**config.mk**
```make
export PLATFORM = sky130hd
export DESIGN_NAME = if_fetch_flat
export DESIGN_NICKNAME = d
export VERILOG_FILES = /design/src/rtl/if_fetch_pkg.sv /design/src/rtl/if_fetch_if.sv /design/src/rtl/if_fifo.sv /design/src/rtl/if_fetch.sv /design/src/flat_wrapper.sv
export SDC_FILE = /design/constraint.sdc
export NUM_CORES = 1
export LEC_CHECK = 0
export ABC_AREA = 1
export CORE_MARGIN = 4
export CORE_UTILIZATION = 45
export CTS_BUF_LIST = sky130_fd_sc_hd__clkbuf_8 sky130_fd_sc_hd__clkbuf_16
export CTS_CLUSTER_SIZE = 20
export DETAILED_ROUTE_END_ITERATION = 7
export DONT_BUFFER_PORTS = 1
export GPL_TIMING_DRIVEN = 0
export MAX_ROUTING_LAYER = met4
export SLEW_MARGIN = 20
export SYNTH_ARGS = -nofsm -noshare
export SYNTH_HDL_FRONTEND = slang
export SYNTH_SLANG_ARGS = --single-unit
```
**constraint.sdc**
```tcl
create_clock -name clk -period 11.9 [get_ports clk]
set_clock_uncertainty 0.15 [all_clocks]
set_input_delay 2.38 -clock clk [delete_from_list [all_inputs] [get_ports clk]]
set_output_delay 2.38 -clock clk [all_outputs]
set_load 0.01 [all_outputs]
```
**src/rtl/if_fetch_pkg.sv**
```systemverilog
// Shared types and constants for the instruction fetch stage.
// The IF_MISALIGN_EXC_EN build option adds the fetch_err output.
package if_fetch_pkg;

    localparam int XLEN   = 32;
    localparam int INST_W = 32;

    localparam logic [XLEN-1:0] PC_STEP = 32'd4;

    typedef struct packed {
        logic [INST_W-1:0] inst;
        logic [XLEN-1:0]   addr;
    } fetch_ent_t;

    function automatic logic [XLEN-1:0] pc_inc(input logic [XLEN-1:0] pc);
        return pc + PC_STEP;
    endfunction

endpackage

```
**src/rtl/if_fetch_if.sv**
```systemverilog
// Fetch-stage bus bundle: imem request/response, redirect and decoder side.
// fetch_err exists only when IF_MISALIGN_EXC_EN is defined.
interface if_fetch_if;
    import if_fetch_pkg::*;

    logic              imem_req;
    logic [XLEN-1:0]   imem_addr;
    logic              imem_ready;
    logic              imem_rvalid;
    logic [INST_W-1:0] imem_rdata;
    logic              redirect_valid;
    logic [XLEN-1:0]   redirect_pc;
    logic              id_ready;
    logic              inst_valid;
    logic [INST_W-1:0] inst;
    logic [XLEN-1:0]   addr;
`ifdef IF_MISALIGN_EXC_EN
    logic              fetch_err;
`endif

    modport master (
        output imem_req, imem_addr, inst_valid, inst, addr,
`ifdef IF_MISALIGN_EXC_EN
        output fetch_err,
`endif
        input  imem_ready, imem_rvalid, imem_rdata,
        input  redirect_valid, redirect_pc, id_ready
    );

    modport slave (
        input  imem_req, imem_addr, inst_valid, inst, addr,
`ifdef IF_MISALIGN_EXC_EN
        input  fetch_err,
`endif
        output imem_ready, imem_rvalid, imem_rdata,
        output redirect_valid, redirect_pc, id_ready
    );

endinterface

```
**src/rtl/if_fifo.sv**
```systemverilog
// Synchronous prefetch FIFO with flush and occupancy count.
// DEPTH must be a power of two so the pointers wrap naturally.
module if_fifo #(
    parameter  int DEPTH = 2,
    parameter  int W     = 64,
    localparam int AW    = $clog2(DEPTH),
    localparam int CW    = AW + 1
) (
    input  logic          clk,
    input  logic          rst,
    input  logic          flush,
    input  logic          push,
    input  logic [W-1:0]  din,
    input  logic          pop,
    output logic [W-1:0]  dout,
    output logic          empty,
    output logic [CW-1:0] count
);

    logic [W-1:0]  mem_q [DEPTH];
    logic [AW-1:0] wr_q;
    logic [AW-1:0] rd_q;
    logic [CW-1:0] cnt_q;

    // Pointer and count bookkeeping; flush empties without touching storage.
    always_ff @(posedge clk) begin
        if (rst || flush) begin
            wr_q  <= '0;
            rd_q  <= '0;
            cnt_q <= '0;
        end else begin
            if (push) wr_q <= wr_q + AW'(1);
            if (pop)  rd_q <= rd_q + AW'(1);
            cnt_q <= cnt_q + CW'(push) - CW'(pop);
        end
    end

    // Entry storage, written at the tail.
    always_ff @(posedge clk) begin
        if (push && !flush) mem_q[wr_q] <= din;
    end

    assign dout  = mem_q[rd_q];
    assign empty = (cnt_q == '0);
    assign count = cnt_q;

endmodule

```
**src/rtl/if_fetch.sv**
```systemverilog
// Instruction fetch stage: credit-limited imem reads into a prefetch FIFO.
// Define IF_MISALIGN_EXC_EN to trap misaligned redirects on fetch_err.
module if_fetch
    import if_fetch_pkg::*;
#(
    parameter logic [XLEN-1:0] RESET_PC   = 32'h0000_0000,
    parameter int              FIFO_DEPTH = 2
) (
    input logic        clk,
    input logic        rst,
    if_fetch_if.master bus
);

    localparam int CW = $clog2(FIFO_DEPTH) + 1;

    logic [XLEN-1:0] pc_q;
    logic [XLEN-1:0] rsp_pc_q;
    logic [CW-1:0]   outst_q;
    logic [CW-1:0]   disc_q;
    logic [CW-1:0]   fifo_cnt;
    logic [CW:0]     credit_use;
    logic            req;
    logic            accept;
    logic            rsp;
    logic            push;
    logic            pop;
    logic            empty;
    logic            err_q;
    logic            redir_bad;
    logic [XLEN-1:0] redir_pc;
    fetch_ent_t      din;
    fetch_ent_t      dout;

`ifdef IF_MISALIGN_EXC_EN
    assign redir_bad = bus.redirect_valid && (bus.redirect_pc[1:0] != 2'b00);
    assign redir_pc  = bus.redirect_pc;

    // Sticky misalignment flag, updated by every redirect.
    always_ff @(posedge clk) begin
        if (rst) begin
            err_q <= 1'b0;
        end else if (bus.redirect_valid) begin
            err_q <= redir_bad;
        end
    end

    assign bus.fetch_err = err_q;
`else
    assign redir_bad = 1'b0;
    assign redir_pc  = bus.redirect_pc & ~32'h3;
    assign err_q     = 1'b0;
`endif

    // Reads in flight plus buffered words never exceed the FIFO depth.
    assign credit_use = {1'b0, outst_q} + {1'b0, fifo_cnt};
    assign req        = !rst && !bus.redirect_valid && !err_q &&
                        (credit_use < (CW+1)'(FIFO_DEPTH));
    assign accept     = req && bus.imem_ready;
    assign rsp        = bus.imem_rvalid && (outst_q != '0);
    assign push       = rsp && !bus.redirect_valid && (disc_q == '0);
    assign pop        = !empty && bus.id_ready && !bus.redirect_valid;

    assign din.inst = bus.imem_rdata;
    assign din.addr = pc_inc(rsp_pc_q);

    // Fetch PC, response PC and in-flight/discard counters.
    always_ff @(posedge clk) begin
        if (rst) begin
            pc_q     <= RESET_PC;
            rsp_pc_q <= RESET_PC;
            outst_q  <= '0;
            disc_q   <= '0;
        end else begin
            outst_q <= outst_q + CW'(accept) - CW'(rsp);
            if (bus.redirect_valid) begin
                disc_q <= outst_q - CW'(rsp);
                if (!redir_bad) begin
                    pc_q     <= redir_pc;
                    rsp_pc_q <= redir_pc;
                end
            end else begin
                if (rsp && (disc_q != '0)) disc_q <= disc_q - CW'(1);
                if (accept) pc_q     <= pc_inc(pc_q);
                if (push)   rsp_pc_q <= pc_inc(rsp_pc_q);
            end
        end
    end

    if_fifo #(
        .DEPTH (FIFO_DEPTH),
        .W     ($bits(fetch_ent_t))
    ) u_fifo (
        .clk   (clk),
        .rst   (rst),
        .flush (bus.redirect_valid),
        .push  (push),
        .din   (din),
        .pop   (pop),
        .dout  (dout),
        .empty (empty),
        .count (fifo_cnt)
    );

    assign bus.imem_req   = req;
    assign bus.imem_addr  = pc_q;
    assign bus.inst_valid = !empty;
    assign bus.inst       = empty ? '0 : dout.inst;
    assign bus.addr       = empty ? '0 : dout.addr;

    rvalid_needs_outstanding: assert property (
        @(posedge clk) disable iff (rst) bus.imem_rvalid |-> (outst_q != '0)
    );

endmodule

```
**src/flat_wrapper.sv**
```systemverilog
// flat-port wrapper written by rule: the top's interface ports become plain ports
module if_fetch_flat import if_fetch_pkg::*;
#(
    parameter logic [XLEN-1:0] RESET_PC   = 32'h0000_0000,
    parameter int              FIFO_DEPTH = 2
)
  (clk, rst, bus_imem_req, bus_imem_addr, bus_inst_valid, bus_inst, bus_addr, bus_imem_ready, bus_imem_rvalid, bus_imem_rdata, bus_redirect_valid, bus_redirect_pc, bus_id_ready);
  if_fetch_if bus_i ();
  input logic clk;
  input logic rst;
  output wire logic [$bits(bus_i.imem_req)-1:0] bus_imem_req;
  output wire logic [$bits(bus_i.imem_addr)-1:0] bus_imem_addr;
  output wire logic [$bits(bus_i.inst_valid)-1:0] bus_inst_valid;
  output wire logic [$bits(bus_i.inst)-1:0] bus_inst;
  output wire logic [$bits(bus_i.addr)-1:0] bus_addr;
  input wire logic [$bits(bus_i.imem_ready)-1:0] bus_imem_ready;
  input wire logic [$bits(bus_i.imem_rvalid)-1:0] bus_imem_rvalid;
  input wire logic [$bits(bus_i.imem_rdata)-1:0] bus_imem_rdata;
  input wire logic [$bits(bus_i.redirect_valid)-1:0] bus_redirect_valid;
  input wire logic [$bits(bus_i.redirect_pc)-1:0] bus_redirect_pc;
  input wire logic [$bits(bus_i.id_ready)-1:0] bus_id_ready;
  assign bus_imem_req = bus_i.imem_req;
  assign bus_imem_addr = bus_i.imem_addr;
  assign bus_inst_valid = bus_i.inst_valid;
  assign bus_inst = bus_i.inst;
  assign bus_addr = bus_i.addr;
  assign bus_i.imem_ready = bus_imem_ready;
  assign bus_i.imem_rvalid = bus_imem_rvalid;
  assign bus_i.imem_rdata = bus_imem_rdata;
  assign bus_i.redirect_valid = bus_redirect_valid;
  assign bus_i.redirect_pc = bus_redirect_pc;
  assign bus_i.id_ready = bus_id_ready;
  if_fetch #(.RESET_PC(RESET_PC), .FIFO_DEPTH(FIFO_DEPTH)) u_core (.clk(clk), .rst(rst), .bus(bus_i));
endmodule
```
Word level (Yosys, flattened, before mapping)
Memories as Yosys holds them, arrays and structs flattened. A register that Yosys moved wholly into a read port is not among the register bits.
Cells that the tools add are included.
Cells by class
  add/sub/neg operators: 11
  order comparisons: 1
  mux-type cells: 12
  reduce and logical (&&, ||, !) cells: 22
Operators by type and width (count)
  32-bit two-way mux: 6
  32-bit by 3-bit adder with 32-bit output (second input constant): 2
  1-bit logical AND: 10
  2-bit nonzero test: 5
  2-bit by 1-bit subtractor with 2-bit output: 3
  2-bit by 1-bit adder with 2-bit output: 2
  2-bit logical NOT: 2
  1-bit two-way mux: 4
  2-bit two-way mux: 2
  2-bit by 2-bit adder with 3-bit output: 1
  1-bit logical NOT: 3
  3-bit by 2-bit < comparator with 1-bit output (second input constant): 1
  1-bit adder (second input constant): 2
  2-bit OR reduction: 1
  2-bit by 1-bit subtractor with 2-bit output (second input constant): 1
  1-bit logical OR: 1
Storage, ports and cells
  register bits: 72
  bits in writable memories: 128
  input bits: 70
  output and inout bits: 98
  word-level logic and storage cells: 56
  memories kept: 1
Memory list
  u_core.u_fifo.mem_q: depth 2, width 64, rd ports 1, clocked after memory_dff 1, wr ports 1, RTL line if_fifo.sv:20  | logic [W-1:0] mem_q [DEPTH];

Depth between registers and ports, before layout
Gate-level depths: netlist of the first run.
  depth in word-level cells: 7
  depth in mapped cells: 12
  mapped depth without buffers: 12

Hierarchy
From an unflattened synthesis of the first run, not the netlist that was laid out.
Second synthesis, totals
  cells, all modules: 1119
  area, all modules: 10309.9 µm²
Modules (own cells, without submodules)
  if_fetch: times used 1, cells each 890, area each 5158.7 µm², sequential area each 1281.2 µm²
  if_fifo: times used 1, cells each 229, area each 5151.2 µm², sequential area each 3943.8 µm²

Least setup slack after synthesis of the first run
No wires, ideal clock.
  path kind: in2reg
  start point: input bus_imem_rvalid
  end point: memory u_core.u_fifo.mem_q[0][10] (enable)
  setup time: 484 ps
  data arrival time: 5501 ps
  required time: 11266 ps
  slack: 5765 ps
  stages: 5
  path buffers: 0
  cell sequence: o21a_1 > nand2_2 > nor2_4 > inv_1 > nor2_1
Between the ends
  word-level cells in the longest chain between the ends: 6
RTL lines
  start, declared: RTL line flat_wrapper.sv:17  | input wire logic [$bits(bus_i.imem_rvalid)-1:0] bus_imem_rvalid;
  1-bit logical AND: RTL line if_fetch.sv:59  | assign rsp = bus.imem_rvalid && (outst_q != '0);
  1-bit logical AND (2 in a row): RTL line if_fetch.sv:60  | assign push = rsp && !bus.redirect_valid && (disc_q == '0);
  1-bit logical AND: RTL line if_fifo.sv:40  | if (push && !flush) mem_q[wr_q] <= din;
  1-bit two-way mux: RTL line if_fifo.sv:40
  1-bit two-way mux (not written as such): RTL line if_fifo.sv:40
  end, declared: RTL line if_fifo.sv:20
Every way passes these cells.

Worst setup path after layout of the first run
  start point: input rst
  end point: output bus_imem_req
Between the ends
  word-level cells in the longest chain between the ends: 3
RTL lines
  start, declared: RTL line flat_wrapper.sv:10  | input logic rst;
  1-bit logical NOT: RTL line if_fetch.sv:56  | assign req = !rst && !bus.redirect_valid && !err_q &&
  1-bit logical AND (2 in a row): RTL line if_fetch.sv:56
  end, declared: RTL line flat_wrapper.sv:11  | output wire logic [$bits(bus_i.imem_req)-1:0] bus_imem_req;
Every way passes these cells.

==> results of run 1 <==
## area by class of cell
type                            count  share of cell area, %
Tap cell                          270                   3.21
Sequential cell                   193                   48.5
Clock buffer                       17                   4.04
Antenna cell                        1                 0.0238
Timing Repair Buffer                5                   1.24
Clock inverter                     15                   1.45
Multi-Input combinational cell    775                   35.6
Buffer                             43                   2.13
Inverter                          107                   3.82
## power by group through the flow
stage,Sequential (mW),Clock (mW),Combinational (mW)
final,0.785,0.562,0.155
after global routing,0.790,0.601,0.177
after CTS,0.785,0.575,0.157
after detailed placement,0.800,0,0.156
after global placement,0.803,0,0.149
after floorplan,0.793,0,0.112
## through the flow
stage	total power, mW	hold WS [ps]	instance area [µm²]
after global routing	1.57	377	10500
final	1.50	337	10500
after detailed placement	0.956	321	9940
after floorplan	0.905	297	9460
after global placement	0.951	309	9790
after CTS	1.52	334	10500
## logic make-up after synthesis
logic type | count (synthesis) | share of synthesized area [%]
simple gates | 572 | 26.1
other cells | 1 | 0.0397
flops | 193 | 54.1
fa+ha+maj | 7 | 1.01
xor+xnor | 24 | 2.54
compound gates | 168 | 9.61
buf+inv | 150 | 6.62
## Yosys cell counts (2+ instances only)
cell,number,share of area [%]
nor2_2,7,0.46
nand2_1,381,15
o21ai_0,29,1.5
o21bai_1,4,0.32
xor2_2,4,0.69
inv_1,102,4.1
xnor2_1,8,0.74
nand2_4,2,0.24
a31oi_1,13,0.86
edfxtp_1,124,39
nor2_1,82,3.3
or2_2,5,0.33
nand4_1,2,0.13
nand3_1,47,2.5
a21oi_1,107,5.7
a22oi_1,3,0.24
o211ai_1,3,0.24
nand3b_1,8,0.64
clkbuf_8,2,0.29
and2_1,7,0.46
buf_4,7,0.56
clkbuf_1,23,0.91
buf_2,7,0.37
nand2_2,11,0.73
xor2_1,12,1.1
a21oi_2,4,0.37
nor2_4,12,1.4
ha_1,6,0.79
nor2_8,2,0.42
buf_1,3,0.12
nor3_1,4,0.21
dfxtp_1,69,15
inv_2,5,0.20
## routing by layer
| metal | vias to the layer above | global-route usage, % | routed length, µm |
|---|---|---|---|
| met1 | 3329 | 26.8 | 10500 |
| met3 | 27 | 7.38 | 2020 |
| met2 | 212 | 34.0 | 11500 |
| met5 | - | - | 0 |
| li1 | 3685 | - | - |
| met4 | 0 | 5.26 | 382 |
## path summary, 6_finish.rpt
| check | from | to | slack [ps] |
|---|---|---|---|
| max | rst | bus_imem_req | 6050 |
| min | u_core.disc_q[1]$_SDFFE_PP0P_ | u_core.disc_q[1]$_SDFFE_PP0P_ | 340 |
| max reg2reg | u_core.outst_q[1]$_SDFF_PP0_ | u_core.u_fifo.mem_q[0][46]$_DFFE_PP_ | 9270 |
| min reg2reg | u_core.disc_q[1]$_SDFFE_PP0P_ | u_core.disc_q[1]$_SDFFE_PP0P_ | 340 |
## flip-flops by register name, summed over array words and instances (netlist names), named ones only
name and cells:
u_core.u_fifo.mem_q 124, u_core.rsp_pc_q 30, u_core.u_fifo.wr_q 1, u_core.outst_q 2, u_core.u_fifo.rd_q 1, u_core.disc_q 2, u_core.u_fifo.count 2, u_core.bus.imem_addr 30
## critical path, cell delays in order
cell and delay (ps):
buf_2 160, nor2_4 180, inv_1 160, nor3_1 430
==> run summary, run 1 <==
CTS tree = yes
Worst-Skew Late Latency = 430 ps
Hold Buf Count CTS = 0
Fmax = 171 MHz
Max_slew headroom = 51.7%
Distinct cells, synth = 43
Filler Cell Count = 1999
Row Count = 52
Synth Cell Area = 0.00944 mm²
Post-synthesis register bit count = 193
Most frequent cells in the layout = nand2_1 (381), edfxtp_1 (124), a21oi_1 (107)
H-Tree Depth = 4
GRT Total Usage = 21.5%
Path depth of the worst reg2reg path = 7
DR WL/cell = 17.1 µm
Syn Area/Cell = 8.47 µm²
Leakage power = 4.03 nW
# Max-Cap Violations = 0
Die X = 153 µm
CTS Sinks = 193
Final setup violation count = 0
CP Class = primary input to output pin
Area grow syn2layout = 11.4%
Number of global-route vias before repair = 6811
Max VDD drop = 0.0000951 V
Final hold violations = 0
Clock Power Share = 37.4%
Share of cells above drive strength 1 = 9.35%
Core Footprint = 0.0204 mm²
Part of the power in combinational logic = 10.3%
WP data arrival = 3320 ps
Die extent in y = 153 µm
Crit-path max FO = 8
Hold depth = 2
Iteration-0 DRC Markers = 422
Synth Warn # = 0
Hold crit path type = flop to flop
Layout Utilization = 51.5%
Switching Fraction = 27.8%
Final Critical Period = 5850 ps
CTS root buf = clkbuf_16
Unrepaired setup endpoints after global routing = false
Slew Limit Fails = 0
Dpl ws = 6020 ps
Most common cell after layout, fill and taps aside = nand2_1
Setup bufs post-CTS = 0
Main flop type after synthesis = edfxtp_1
Setup crit end kind = output pin
Die area = 0.0234 mm²
Slew @ Worst Pin = 722 ps
Status = finished clean
# port buffers = 0
Cells after DPL = 1393
First-pass GRT wire length = 38300 µm
Multi-input gate area = 0.00374 mm²
Initial antenna violation count = 1
CTS buffer count = 17
Sequential area share after synthesis = 54.1%
Final TNS setup = 0 ps
Setup WS post-layout = 6050 ps
Final net count = 1219
RD Place Congestion = 0.959
Internal power = 1.08 mW
Share of flip-flops with an asynchronous set or reset = 0%
Starting density of the core = 46.2%
Period utilisation layout = 49.1%
Pre-antenna DRT Iters = 5
Total wire length = 24300 µm
Cell Pwr Density = 143 mW/mm²
Post-route ant nets = 0
Post-synth EDFFs = 124
Non-filler cells, final = 1426
Cts repair resizes = 0
DRC viols = 0
Mapped Cells = 1115
Largest net degree at the start of global routing = 26
Sequential power share = 52.2%
Max Root-Sink Buffers = 2
Worst path required time = 9370 ps
DR vias = 7253
CP Launch Type = primary input
Via density = 5.09
Clock transition at path regs = 80 ps
DPL Wire Length = 18500 µm
Sequential cell area = 0.00510 mm²
Total global routing overflow = 0
P_sw = 0.417 mW
I/O pins = 168
No activity file was read; power rests on OpenSTA's default activity.
==> inputs of run 2 (changes only) <==
ABC_AREA = 0   (was 1)
clock period = 6.1 ns   (was 11.9 ns; I/O delays follow)
==> run 2 against run 1 <==
Effect of this change:
- count of clock-buffer cells in the layout unchanged
- core utilization shrank 0.089 points
- first-iteration DRC count is 10% lower
- die area shrank 3.3%
- worst setup slack worse by 3500 ps
- power increased by 95%
- synthesized cell count is 26% lower
- sequential power rose by 95%
- register-to-register slack worse by 6300 ps
- hold slack improved by 36 ps
- critical endpoint unchanged
==> run summary, run 2 <==
Worst Hold Launch = u_core.u_fifo.rd_q$_SDFFE_PP0P_
Most common cell after layout, fill and taps aside = edfxtp_1
GRT Total Usage = 21.5%
Slowest CP cell = nor3_1
N_diodes = 0
DRC viols = 0
Iteration-0 DRC Markers = 379
Hold endpoint = u_core.u_fifo.rd_q$_SDFFE_PP0P_
Sequential cell area = 0.00510 mm²
Worst path required time = 4730 ps
Cell with the most instances after synthesis = edfxtp_1
Period utilisation layout = 58.9%
CTS root buf = clkbuf_16
CP Launch Type = primary input
Total wire length = 23600 µm
Non-filler cells, final = 1130
Main flop type after synthesis = edfxtp_1
Row Count = 51
Fmax = 278 MHz
Die extent in y = 150 µm
Share of flip-flops with an asynchronous set or reset = 0%
Via density = 5.86
DPL Wire Length = 17500 µm
Clock transition at path regs = 80 ps
CP bufs+invs = 1
Share of cells above drive strength 1 = 8.32%
Max Root-Sink Buffers = 2
Cells after DPL = 1098
Synth area leaders = edfxtp_1 (41%), dfxtp_1 (15%), mux2i_1 (6.8%)
CTS Sinks = 193
Simple-Gate Fraction of Synth Area = 17.5%
Status = finished clean
Compound-gate portion of the synthesized area = 10.1%
Initial antenna violation count = 0
CTS buffer count = 17
Most frequent cells in the layout = edfxtp_1 (124), nor2_1 (99), dfxtp_1 (69)
Cts repair resizes = 0
Slew @ Worst Pin = 1050 ps
Number of global-route vias before repair = 6517
CP Class = primary input to output pin
Area grow syn2layout = 11.2%
Setup WS post-layout = 2510 ps
WP data arrival = 2220 ps
RD Place Congestion = 0.958
Post-route ant nets = 0
DR vias = 6627
# Max-Cap Violations = 0
Crit-path max FO = 8
Pre-antenna DRT Iters = 5
Reg2reg setup slack = 2940 ps
Post-synth EDFFs = 124
Cell Pwr Density = 289 mW/mm²
Main combinational cell family by area after synthesis = simple AND/OR/NAND/NOR gates
Max VDD drop = 0.000197 V
Unrepaired setup endpoints after global routing = false
Core Footprint = 0.0197 mm²
Setup bufs post-CTS = 0
Mapped Cells = 825
Slew Limit Fails = 0
Leakage power = 3.25 nW
Synth Cell Area = 0.00911 mm²
Hold slack final = 373 ps
Worst-Skew Late Latency = 430 ps
RR Endpoint = u_core.bus.imem_addr[23]$_SDFFE_PP0P_
Total global routing overflow = 0
Post-Synth Adder-Cell Area = 1.04%
Path depth of the worst reg2reg path = 6
Final instance area = 0.0101 mm²
Filler Cell Count = 1778
Final TNS setup = 0 ps
Post-synthesis mux area share = 6.81%
Setup crit end kind = output pin
Synth Warn # = 0
Multi-input gate area = 0.00371 mm²
Hold crit path type = flop to flop
Synth Area in XOR/XNOR = 4.90%
First-pass GRT wire length = 36400 µm
Biggest register = u_core.u_fifo.mem_q
Layout Utilization = 51.4%
Final hold violations = 0
Final net count = 929
Crit-path cells = or2_2 -> clkbuf_1 -> nor3_1
Critical path's top delay family = simple AND/OR/NAND/NOR gates
Hold Buf Count CTS = 0
Tot Pwr = 2.93 mW
Post-DP Area = 0.00956 mm²
Max FFs per register = 124
Number of cells on the critical path = 3
Max stage delay on crit path = 470 ps
Crit. Startpoint = rst
Dpl ws = 2300 ps
Distinct cells, synth = 60
Most frequent cells after synthesis = edfxtp_1 (124), nor2_1 (99), dfxtp_1 (69)
Post-synthesis register bit count = 193
Largest net degree at the start of global routing = 43
Final Critical Period = 3590 ps
DR WL/cell = 20.9 µm
H-Tree Depth = 4
Max_slew headroom = 29.8%
# port buffers = 0
Die X = 150 µm
Starting density of the core = 46.2%
Post-synth top area cell = edfxtp_1
Die area = 0.0226 mm²
Syn Area/Cell = 11.0 µm²
Hold depth = 2
R2r startpoint = u_core.outst_q[0]$_SDFF_PP0_
Sequential area share after synthesis = 56.0%
CTS tree = yes
Post-synth top area share = 40.9%
Final setup violation count = 0
I/O pins = 168
run 2: changes by cell type after synthesis, sizes merged, moves of 15 or more:
cell / change
nand4: +30
and3: +15
nor3: +15
a21oi: -103
and4: +15
nand3: -22
or4: +16
nand2: -350
o21a: +15
mux2i: +62
xnor2: +18
inv: -92
run 2: worst max-delay path by stage:
stage / endpoint / slack [ps]
2_1_floorplan: u_core.u_fifo.mem_q[0][10]$_DFFE_PP_ / 1250
3_3_place_gp: u_core.u_fifo.mem_q[0][43]$_DFFE_PP_ / -410
3_5_place_dp: u_core.u_fifo.mem_q[0][43]$_DFFE_PP_ / 2300
4_1_cts: bus_inst[3] / 2410
5_1_grt: bus_inst[3] / 2330
6_report: bus_imem_req / 2510
run 2: where the power goes:
group          switching (mW)  internal, mW  total (mW)
Sequential             0.0639          1.47        1.53
Clock                   0.505         0.574        1.08
Combinational           0.210         0.113       0.322
run 2: cell families (layout without fill, tap and decap cells):
group	after synthesis	after routing
other	1	4
AOI/OAI and AO/OA	128	128
DFF	193	193
adders and majority gates	7	7
and+or+nand+nor	306	306
buffers and inverters	77	114
xor gates and xnor gates	51	51
muxes	62	62
run 2: metal layers:
metal / part of all wire (%) / vias up / GRT usage, %
met2: 47 / 268 / 33.9
met1: 42 / 3165 / 26.5
li1: - / 3156 / -
met5: 0 / - / -
met3: 9.1 / 38 / 6.14
met4: 2.0 / 0 / 7.87
run 2: final cells by class:
type / instances / area share (%)
Multi-Input combinational cell: 558 / 36.6
Clock buffer: 17 / 4.20
Tap cell: 265 / 3.27
Buffer: 62 / 2.62
Timing Repair Buffer: 5 / 0.914
Sequential cell: 193 / 50.4
Clock inverter: 15 / 1.43
Inverter: 15 / 0.556
run 2: worst register-to-register path, delay by kind of cell (launching register included):
family          cells  cell delay [ps]
compound gates      1              280
fa+ha+maj           1              480
flops               1              400
simple gates        4             1770
==> inputs of run 3 (changes only) <==
clock period = 3.28 ns   (was 6.1 ns; I/O delays follow)
==> run 3 against run 2 <==
Effect of this change:
- core utilization is 0.076 points lower
- sequential share of layout area up 0.075 points
- design area fell by 0.15%
- combinational power is 87% higher
- worst setup slack lost 2300 ps
- non-clock buffer count is the same
- largest cell class unchanged
- largest power group unchanged
==> run summary, run 3 (synthesis results as in run 2) <==
DPL Wire Length = 17800 µm
Largest net degree at the start of global routing = 49
Biggest register = u_core.u_fifo.mem_q
CTS Sinks = 193
Row Count = 51
Total global routing overflow = 0
Cts repair resizes = 0
Sequential cell area = 0.00510 mm²
I/O pins = 168
Crit-path max FO = 9
Max VDD drop = 0.000337 V
CTS buffer count = 17
Setup bufs post-CTS = 0
Post-DP Area = 0.00956 mm²
Worst Hold Launch = bus_imem_rdata[20]
Core Footprint = 0.0197 mm²
Total wire length = 23900 µm
Max_slew headroom = 50.7%
Leakage power = 3.25 nW
Slew Limit Fails = 0
Hold endpoint = u_core.u_fifo.mem_q[0][52]$_DFFE_PP_
Max Root-Sink Buffers = 2
Pre-antenna DRT Iters = 5
Number of global-route vias before repair = 6394
Worst path required time = 3470 ps
Slew @ Worst Pin = 739 ps
Final setup violation count = 0
DR WL met3 = 2240 µm
# Max-Cap Violations = 0
WL met2 = 11300 µm
CTS tree = yes
Share of cells above drive strength 1 = 8.55%
Max Used Layer = met4
RR Endpoint = u_core.bus.imem_addr[23]$_SDFFE_PP0P_
R2r startpoint = u_core.outst_q[0]$_SDFF_PP0_
Final Critical Period = 3090 ps
Multi-input gate area = 0.00372 mm²
Final instance area = 0.0101 mm²
RD Place Congestion = 0.917
Fmax = 324 MHz
Via density = 5.80
N_diodes = 0
Die X = 150 µm
Final hold violations = 0
Worst-Skew Late Latency = 430 ps
Most frequent cells in the layout = edfxtp_1 (124), nor2_1 (98), dfxtp_1 (69)
Final TNS setup = 0 ps
DR WL/cell = 21.1 µm
H-Tree Depth = 4
Starting density of the core = 46.2%
Unrepaired setup endpoints after global routing = false
Area grow syn2layout = 11.1%
Reg2reg setup slack = 190 ps
CTS root buf = clkbuf_16
CP Launch Type = flop
Dpl ws = 214 ps
Status = finished clean
Hold Buf Count CTS = 0
Most common cell after layout, fill and taps aside = edfxtp_1
Die extent in y = 150 µm
Clock transition at path regs = 70 ps
Filler Cell Count = 1788
Setup crit end kind = flop
# port buffers = 0
Max FFs per register = 124
Post-route ant nets = 0
Hold depth = 0
Final net count = 929
Cell Pwr Density = 533 mW/mm²
Period utilisation layout = 94.1%
Setup WS post-layout = 193 ps
GRT Total Usage = 21.6%
DR vias = 6550
Die area = 0.0226 mm²
Hold crit path type = primary input to flop
Initial antenna violation count = 0
DRC viols = 0
Path depth of the worst reg2reg path = 6
First-pass GRT wire length = 36100 µm
WP data arrival = 3270 ps
DRT met1 WL = 9880 µm
CP Class = flop to flop
Iteration-0 DRC Markers = 408
-- run 3: area by class of cell --
class | instances | share of cell area [%]
Buffer | 62 | 2.67
Clock buffer | 17 | 4.20
Clock inverter | 15 | 1.26
Inverter | 15 | 0.556
Multi-Input combinational cell | 558 | 36.7
Sequential cell | 193 | 50.4
Tap cell | 265 | 3.28
Timing Repair Buffer | 5 | 0.865
-- run 3: worst max-delay path, cell delays in order, from the launching register on --
cell      delay [ps]
dfxtp_1          390
and2_1           160
fa_1             460
nor3b_2          630
nand4_1          490
or3_1            450
a311oi_1         260
-- run 3: through the flow --
stage | util, % | std cells | hold slack (ps) | power [mW]
global route | 51.3 | 1130 | 147 | 5.63
finish | 51.3 | 1130 | 166 | 5.39
CTS | 51.3 | 1130 | 153 | 5.45
global placement | 48.0 | 1093 | 343 | 3.46
floorplan | - | 828 | 322 | 3.29
detailed placement | 48.5 | 1098 | 345 | 3.50
-- run 3: metal layers --
metal / track usage (%) / up-vias
met2: 34.4 / 250
met4: 6.27 / 0
met1: 26.5 / 3123
li1: - / 3152
met5: - / -
met3: 6.80 / 25
-- run 3: worst max path at each step --
stage | startpoint | end | depth (start not counted)
floorplan | bus_redirect_valid | u_core.u_fifo.mem_q[0][10]$_DFFE_PP_ | 4
global placement | bus_redirect_valid | u_core.u_fifo.mem_q[0][53]$_DFFE_PP_ | 4
detailed placement | u_core.outst_q[0]$_SDFF_PP0_ | u_core.bus.imem_addr[23]$_SDFFE_PP0P_ | 6
CTS | flop | bus_addr[25] | 4
global route | flop | bus_addr[19] | 4
finish | u_core.outst_q[0]$_SDFF_PP0_ | u_core.bus.imem_addr[23]$_SDFFE_PP0P_ | 6
-- run 3: report_power, final --
part           internal, mW  switching (mW)  total (mW)
combinational         0.206           0.394       0.601
sequential             2.73           0.120        2.85
clock                 0.993           0.948        1.94
